## src/rtl/uart_pkg.sv

```systemverilog
// Shared UART definitions: FSM state encoding common to RX and TX, parity
// selector values and the default payload width.
package uart_pkg;
  localparam int DEF_DATA_WIDTH = 8;

  localparam logic PAR_EVEN = 1'b0;
  localparam logic PAR_ODD  = 1'b1;

  localparam logic [2:0] ST_IDLE   = 3'd0;
  localparam logic [2:0] ST_START  = 3'd1;
  localparam logic [2:0] ST_DATA   = 3'd2;
  localparam logic [2:0] ST_PARITY = 3'd3;
  localparam logic [2:0] ST_STOP   = 3'd4;

  typedef enum logic [2:0] {
    S_IDLE   = ST_IDLE,
    S_START  = ST_START,
    S_DATA   = ST_DATA,
    S_PARITY = ST_PARITY,
    S_STOP   = ST_STOP
  } state_t;

  // Parity bit for a frame given the XOR-reduction of its payload.
  function automatic logic par_bit(input logic data_xor, input logic typ);
    return (typ == PAR_ODD) ? ~data_xor : data_xor;
  endfunction
endpackage

```

## src/rtl/uart_tx_if.sv

```systemverilog
// Upstream-facing handshake and serial-side outputs of the UART transmitter.
interface uart_tx_if #(parameter int DATA_WIDTH = uart_pkg::DEF_DATA_WIDTH);
  logic [DATA_WIDTH-1:0] p_data;
  logic                  data_valid;
  logic                  par_en;
  logic                  par_typ;
  logic                  tx_out;
  logic                  busy;

  modport master (output p_data, data_valid, par_en, par_typ, input tx_out, busy);
  modport slave  (input p_data, data_valid, par_en, par_typ, output tx_out, busy);
endinterface

```

## src/rtl/uart_tx_fsm.sv

```systemverilog
// UART TX sequencing: state register, bit counter and busy flag. Exports the
// next state/bit index so the top can register tx_out in the same edge.
module uart_tx_fsm
  import uart_pkg::*;
#(
  parameter int DATA_WIDTH = DEF_DATA_WIDTH,
  parameter int CW         = (DATA_WIDTH > 1) ? $clog2(DATA_WIDTH) : 1
) (
  input  logic          clk,
  input  logic          rst,
  input  logic          i_valid,
  input  logic          i_par_en,
  output logic          o_accept,
  output state_t        o_sel,
  output logic [CW-1:0] o_bit_idx,
  output logic          o_busy
);
  localparam logic [CW-1:0] LAST = CW'(DATA_WIDTH - 1);

  state_t        r_state, w_nxt_state;
  logic [CW-1:0] r_bit_cnt, w_nxt_cnt;
  logic          r_busy;
  logic          w_accept;

  always_ff @(posedge clk) begin
    if (rst) begin
      r_state   <= S_IDLE;
      r_bit_cnt <= '0;
      r_busy    <= 1'b0;
    end else begin
      r_state   <= w_nxt_state;
      r_bit_cnt <= w_nxt_cnt;
      r_busy    <= (w_nxt_state != S_IDLE);
    end
  end

  always_comb begin
    w_nxt_state = r_state;
    w_nxt_cnt   = r_bit_cnt;
    w_accept    = 1'b0;
    unique case (r_state)
      S_IDLE: begin
        if (i_valid) begin
          w_accept    = 1'b1;
          w_nxt_state = S_START;
          w_nxt_cnt   = '0;
        end
      end
      S_START:  w_nxt_state = S_DATA;
      S_DATA: begin
        if (r_bit_cnt == LAST) w_nxt_state = i_par_en ? S_PARITY : S_STOP;
        else                   w_nxt_cnt   = r_bit_cnt + 1'b1;
      end
      S_PARITY: w_nxt_state = S_STOP;
      S_STOP: begin
        // A request seen during the stop bit chains the next frame directly.
        if (i_valid) begin
          w_accept    = 1'b1;
          w_nxt_state = S_START;
          w_nxt_cnt   = '0;
        end else begin
          w_nxt_state = S_IDLE;
        end
      end
      default: w_nxt_state = S_IDLE;
    endcase
  end

  assign o_accept  = w_accept;
  assign o_sel     = w_nxt_state;
  assign o_bit_idx = w_nxt_cnt;
  assign o_busy    = r_busy;
endmodule

```

## src/rtl/uart_tx.sv

```systemverilog
// UART transmit engine: latches payload/config on acceptance and drives the
// registered serial line (start, LSB-first data, optional parity, stop).
module uart_tx
  import uart_pkg::*;
#(
  parameter int DATA_WIDTH = DEF_DATA_WIDTH
) (
  input logic     clk,
  input logic     rst,
  uart_tx_if.slave bus
);
  localparam int CW = (DATA_WIDTH > 1) ? $clog2(DATA_WIDTH) : 1;

  logic [DATA_WIDTH-1:0] r_data;
  logic                  r_par_en;
  logic                  r_par_typ;
  logic                  r_tx_out;
  logic                  w_accept;
  logic                  w_busy;
  state_t                w_sel;
  logic [CW-1:0]         w_bit_idx;
  logic                  w_tx_nxt;

  uart_tx_fsm #(.DATA_WIDTH(DATA_WIDTH), .CW(CW)) u_fsm (
    .clk       (clk),
    .rst       (rst),
    .i_valid   (bus.data_valid),
    .i_par_en  (r_par_en),
    .o_accept  (w_accept),
    .o_sel     (w_sel),
    .o_bit_idx (w_bit_idx),
    .o_busy    (w_busy)
  );

  always_ff @(posedge clk) begin
    if (rst) begin
      r_data    <= '0;
      r_par_en  <= 1'b0;
      r_par_typ <= PAR_EVEN;
    end else if (w_accept) begin
      r_data    <= bus.p_data;
      r_par_en  <= bus.par_en;
      r_par_typ <= bus.par_typ;
    end
  end

  // Mux keyed on the next state so the line bit lands with the state change;
  // on acceptance the start bit needs no payload, so the latch timing is safe.
  always_comb begin
    w_tx_nxt = 1'b1;
    unique case (w_sel)
      S_START:  w_tx_nxt = 1'b0;
      S_DATA:   w_tx_nxt = r_data[w_bit_idx];
      S_PARITY: w_tx_nxt = par_bit(^r_data, r_par_typ);
      default:  w_tx_nxt = 1'b1;
    endcase
  end

  always_ff @(posedge clk) begin
    if (rst) r_tx_out <= 1'b1;
    else     r_tx_out <= w_tx_nxt;
  end

  assign bus.tx_out = r_tx_out;
  assign bus.busy   = w_busy;
endmodule
```

## src/flat_wrapper.sv

```systemverilog
// flat-port wrapper written by rule: the top's interface ports become plain ports
module uart_tx_flat import uart_pkg::*;
#(
  parameter int DATA_WIDTH = DEF_DATA_WIDTH
)
  (clk, rst, bus_p_data, bus_data_valid, bus_par_en, bus_par_typ, bus_tx_out, bus_busy);
  uart_tx_if #(.DATA_WIDTH(DATA_WIDTH)) bus_i ();
  input logic clk;
  input logic rst;
  input wire logic [$bits(bus_i.p_data)-1:0] bus_p_data;
  input wire logic [$bits(bus_i.data_valid)-1:0] bus_data_valid;
  input wire logic [$bits(bus_i.par_en)-1:0] bus_par_en;
  input wire logic [$bits(bus_i.par_typ)-1:0] bus_par_typ;
  output wire logic [$bits(bus_i.tx_out)-1:0] bus_tx_out;
  output wire logic [$bits(bus_i.busy)-1:0] bus_busy;
  assign bus_i.p_data = bus_p_data;
  assign bus_i.data_valid = bus_data_valid;
  assign bus_i.par_en = bus_par_en;
  assign bus_i.par_typ = bus_par_typ;
  assign bus_tx_out = bus_i.tx_out;
  assign bus_busy = bus_i.busy;
  uart_tx #(.DATA_WIDTH(DATA_WIDTH)) u_core (.clk(clk), .rst(rst), .bus(bus_i));
endmodule
```

## config.mk

```make
export PLATFORM = sky130hd
export DESIGN_NAME = uart_tx_flat
export DESIGN_NICKNAME = d
export VERILOG_FILES = /design/src/rtl/uart_pkg.sv /design/src/rtl/uart_tx_if.sv /design/src/rtl/uart_tx_fsm.sv /design/src/rtl/uart_tx.sv /design/src/flat_wrapper.sv
export SDC_FILE = /design/constraint.sdc
export NUM_CORES = 1
export LEC_CHECK = 0
export ABC_AREA = 1
export CAP_MARGIN = 20
export CORE_MARGIN = 3
export CORE_UTILIZATION = 35
export DETAILED_ROUTE_END_ITERATION = 10
export MAX_ROUTING_LAYER = met4
export PLACE_DENSITY_LB_ADDON = 0.2
export SLEW_MARGIN = 5
export SYNTH_ARGS = -nofsm -noshare
export SYNTH_HDL_FRONTEND = slang
export SYNTH_SLANG_ARGS = --single-unit
```

## constraint.sdc

```tcl
create_clock -name clk -period 4 [get_ports clk]
set_clock_uncertainty 0.15 [all_clocks]
set_input_delay 0.4 -clock clk [delete_from_list [all_inputs] [get_ports clk]]
set_output_delay 0.4 -clock clk [all_outputs]
set_load 0.05 [all_outputs]
```

==> impl_metrics.env <==
export IMPL_synthTopCellsByCount="nor2_1, dfxtp_1, nand2_1"
export IMPL_synth_ff_type="dfxtp_1"
export IMPL_synth_most_common_cell="nor2_1"
export IMPL_wl_met2_um=851
export IMPL_std_cell_rows=18
export IMPL_synth_seq_cells=18
export IMPL_synth_top_area_share_pct=38.3
export IMPL_die_h_um=57.8
export IMPL_top_layer_used="met4"
export IMPL_hold_ws_ns=0.366
export IMPL_hold_path_class="flip-flop to flip-flop"
export IMPL_reg2reg_from="u_core.u_fsm.r_bit_cnt[0]"
export IMPL_maxSlewViolCount=0
export IMPL_critPathBufInv=1
export IMPL_path_delay_family="buffers and inverters"
export IMPL_required_ns=3.45
export IMPL_antenna_found_initial=0
export IMPL_critPathMaxFanout=1
export IMPL_reg2reg_slack_ns=2.22
export IMPL_final_area_sq_um=1130
export IMPL_grt_max_degree=16
export IMPL_cts_setup_buffers=0
export IMPL_core_sq_um=2520
export IMPL_drc=0
export IMPL_path_class="flip-flop to primary output"
export IMPL_drt_iter0_drc=18
export IMPL_synth_edf_count=0
export IMPL_place_area_sq_um=1100
export IMPL_end_kind="primary output"
export IMPL_hold_start="u_core.r_par_typ"
export IMPL_worst_slew_pin_slew_ns=0.489
export IMPL_grt_overflow_total=0
export IMPL_finalSetupViolations=0
export IMPL_syn_area_sq_um=940
export IMPL_fin_util_pct=44.7
export IMPL_power_density_nw_per_um2=352
export IMPL_drt_pass1_iterations=4
export IMPL_wire_per_inst_um=10.5
export IMPL_gp_congestion=0.836
export IMPL_syn_inst=132
export IMPL_drive_above_1_share_pct=10.3
export IMPL_min_path_cells=2
export IMPL_grt_pass1_wl_mm=3.22
export IMPL_yosys_top_cells_area="dfxtp_1, nor2_1, nand3_1, nand2_1, o21ai_0"
export IMPL_holdPathEnd="u_core.r_par_typ"
export IMPL_via_count=840
export IMPL_postCtsHoldBufs=0
export IMPL_totalWireLength_mm=1.86
export IMPL_nets=162
export IMPL_worstReg2RegEnd="u_core.bus.tx_out"
export IMPL_hold_viol_final=0
export IMPL_die_area_sq_um=3340
export IMPL_timing_fmax_mhz=513
export IMPL_fin_crit_ns=1.95
export IMPL_clk_latency_ns=0.29
export IMPL_rsz0062_at_grt="no"
export IMPL_power_leakage_nw=0.461
export IMPL_numCtsBuffers=3
export IMPL_h_tree_depth=1
export IMPL_status="finished clean"
export IMPL_dpl_hpwl_mm=1.47
export IMPL_grt_util_all_layers_pct=13.0
export IMPL_vias_per_cell=4.77
export IMPL_floorplan_initialDensity_pct=37.3
export IMPL_finalSetupTns_ns=0
export IMPL_antenna_cells=0
export IMPL_worst_ir_drop_vdd_mv=0.256
export IMPL_first_global_vias=784
export IMPL_area_growth_pct=20.0
export IMPL_avgSynthCellArea_sq_um=7.12
export IMPL_worstPathCellList="clkdlybuf4s50_1"
export IMPL_top_level_ports=15
export IMPL_ys_warn_count=0
export IMPL_max_stage_delay_ns=0.79
export IMPL_tritoncts="built"
export IMPL_synth_distinct_cells=25
export IMPL_yosysTopAreaCell="dfxtp_1"
export IMPL_clockBufferDepth=2
export IMPL_route_met3_wl_um=105
export IMPL_syn_num_nets=146
export IMPL_period_share_pct=48.7
export IMPL_ant_nets=0
export IMPL_io_buffers=14
export IMPL_relSlewSlack_pct=67.3
export IMPL_max_cap_viol_count=0
export IMPL_critical_path_slowest_cell="clkdlybuf4s50_1"
export IMPL_clock_sinks=18
export IMPL_cts_repair_resize_count=0
export IMPL_met1_length_um=886
export IMPL_ys_seq_area_share_pct=38.3
export IMPL_root_buffer="clkbuf_4"
export IMPL_critPathLaunchType="flip-flop"
export IMPL_die_w_um=57.8
export IMPL_worstPathArrival_ns=1.40
export IMPL_reg2reg_depth=12
export IMPL_clk_pin_slew_ns=0.10
export IMPL_async_reset_ff_share_pct=0
[flip-flops by register name (all words and copies together) (netlist names)]
register,cells
u_core.u_fsm.r_bit_cnt,3
u_core.r_par_en,1
u_core.u_fsm.r_state,3
u_core.u_fsm.o_busy,1
u_core.r_data,8
u_core.bus.tx_out,1
u_core.r_par_typ,1
[tightest hold or removal path: cells and delay by family (launching register included)]
family,cells,cell delay [ns]
DFF,1,0.33
and+or+nand+nor,2,0.15
[cell families after synthesis]
kind of cell,count (synthesis),synth area share [%]
AOI/OAI and AO/OA,15,8.26
xor gates and xnor gates,7,6.52
adders and majority gates,1,1.33
buffers and inverters,14,5.72
DFF,18,38.3
and+or+nand+nor,77,39.8
[layout make-up]
class,instances,area [sq um]
repair buffers,14,140
multi-input cells,100,526
clock buffers,3,22.5
inverters,11,41.3
well taps,30,37.5
fillers,278,1400
flip-flops and latches,18,360
[cells in the final DEF (no fill, tap or decap), drive strengths merged]
master         Yosys  final
dfxtp             18     18
o21ai             11     11
nand4              1      1
ha                 1      1
nor2              34     34
nand2b             1      1
inv               11     11
clkdlybuf4s50      0     14
nand3b             1      1
nand2             21     21
xnor2              5      5
clkbuf             1      3
nor3               2      2
o21a               1      1
nand3             17     17
a21oi              3      3
xor2               2      2
[worst max-delay path by stage]
stage	to	slack (ns)	cells after the start	startpoint
2_1_floorplan	u_core.bus.tx_out	2.41	12	u_core.u_fsm.r_bit_cnt[0]
3_5_place_dp	u_core.bus.tx_out	1.97	6	bus_data_valid
3_3_place_gp	u_core.bus.tx_out	2.00	6	bus_data_valid
4_1_cts	bus_busy	2.03	1	u_core.u_fsm.o_busy
6_report	bus_busy	2.05	1	u_core.u_fsm.o_busy
5_1_grt	bus_busy	2.00	1	u_core.u_fsm.o_busy
[where the power goes]
group          total [W]  switching, W  internal [W]
combinational   0.000105     0.0000588     0.0000458
clock          0.0000865     0.0000515     0.0000350
sequential      0.000206     0.0000124      0.000193
[stage by stage]
stage               total power (W)  setup slack [ns]  cells
floorplan                  0.000286              2.41    132
global placement           0.000313              2.00    173
detailed placement         0.000315              1.97    173
CTS                        0.000402              2.03    176
global route               0.000427              2.00    176
finish                     0.000397              2.05    176
[per-layer routing]
layer	up-vias	track usage, %
met4	0	1.99
met5	-	-
met1	370	15.0
met2	18	21.9
li1	450	-
met3	2	4.68
No activity file was read; power rests on OpenSTA's default activity.
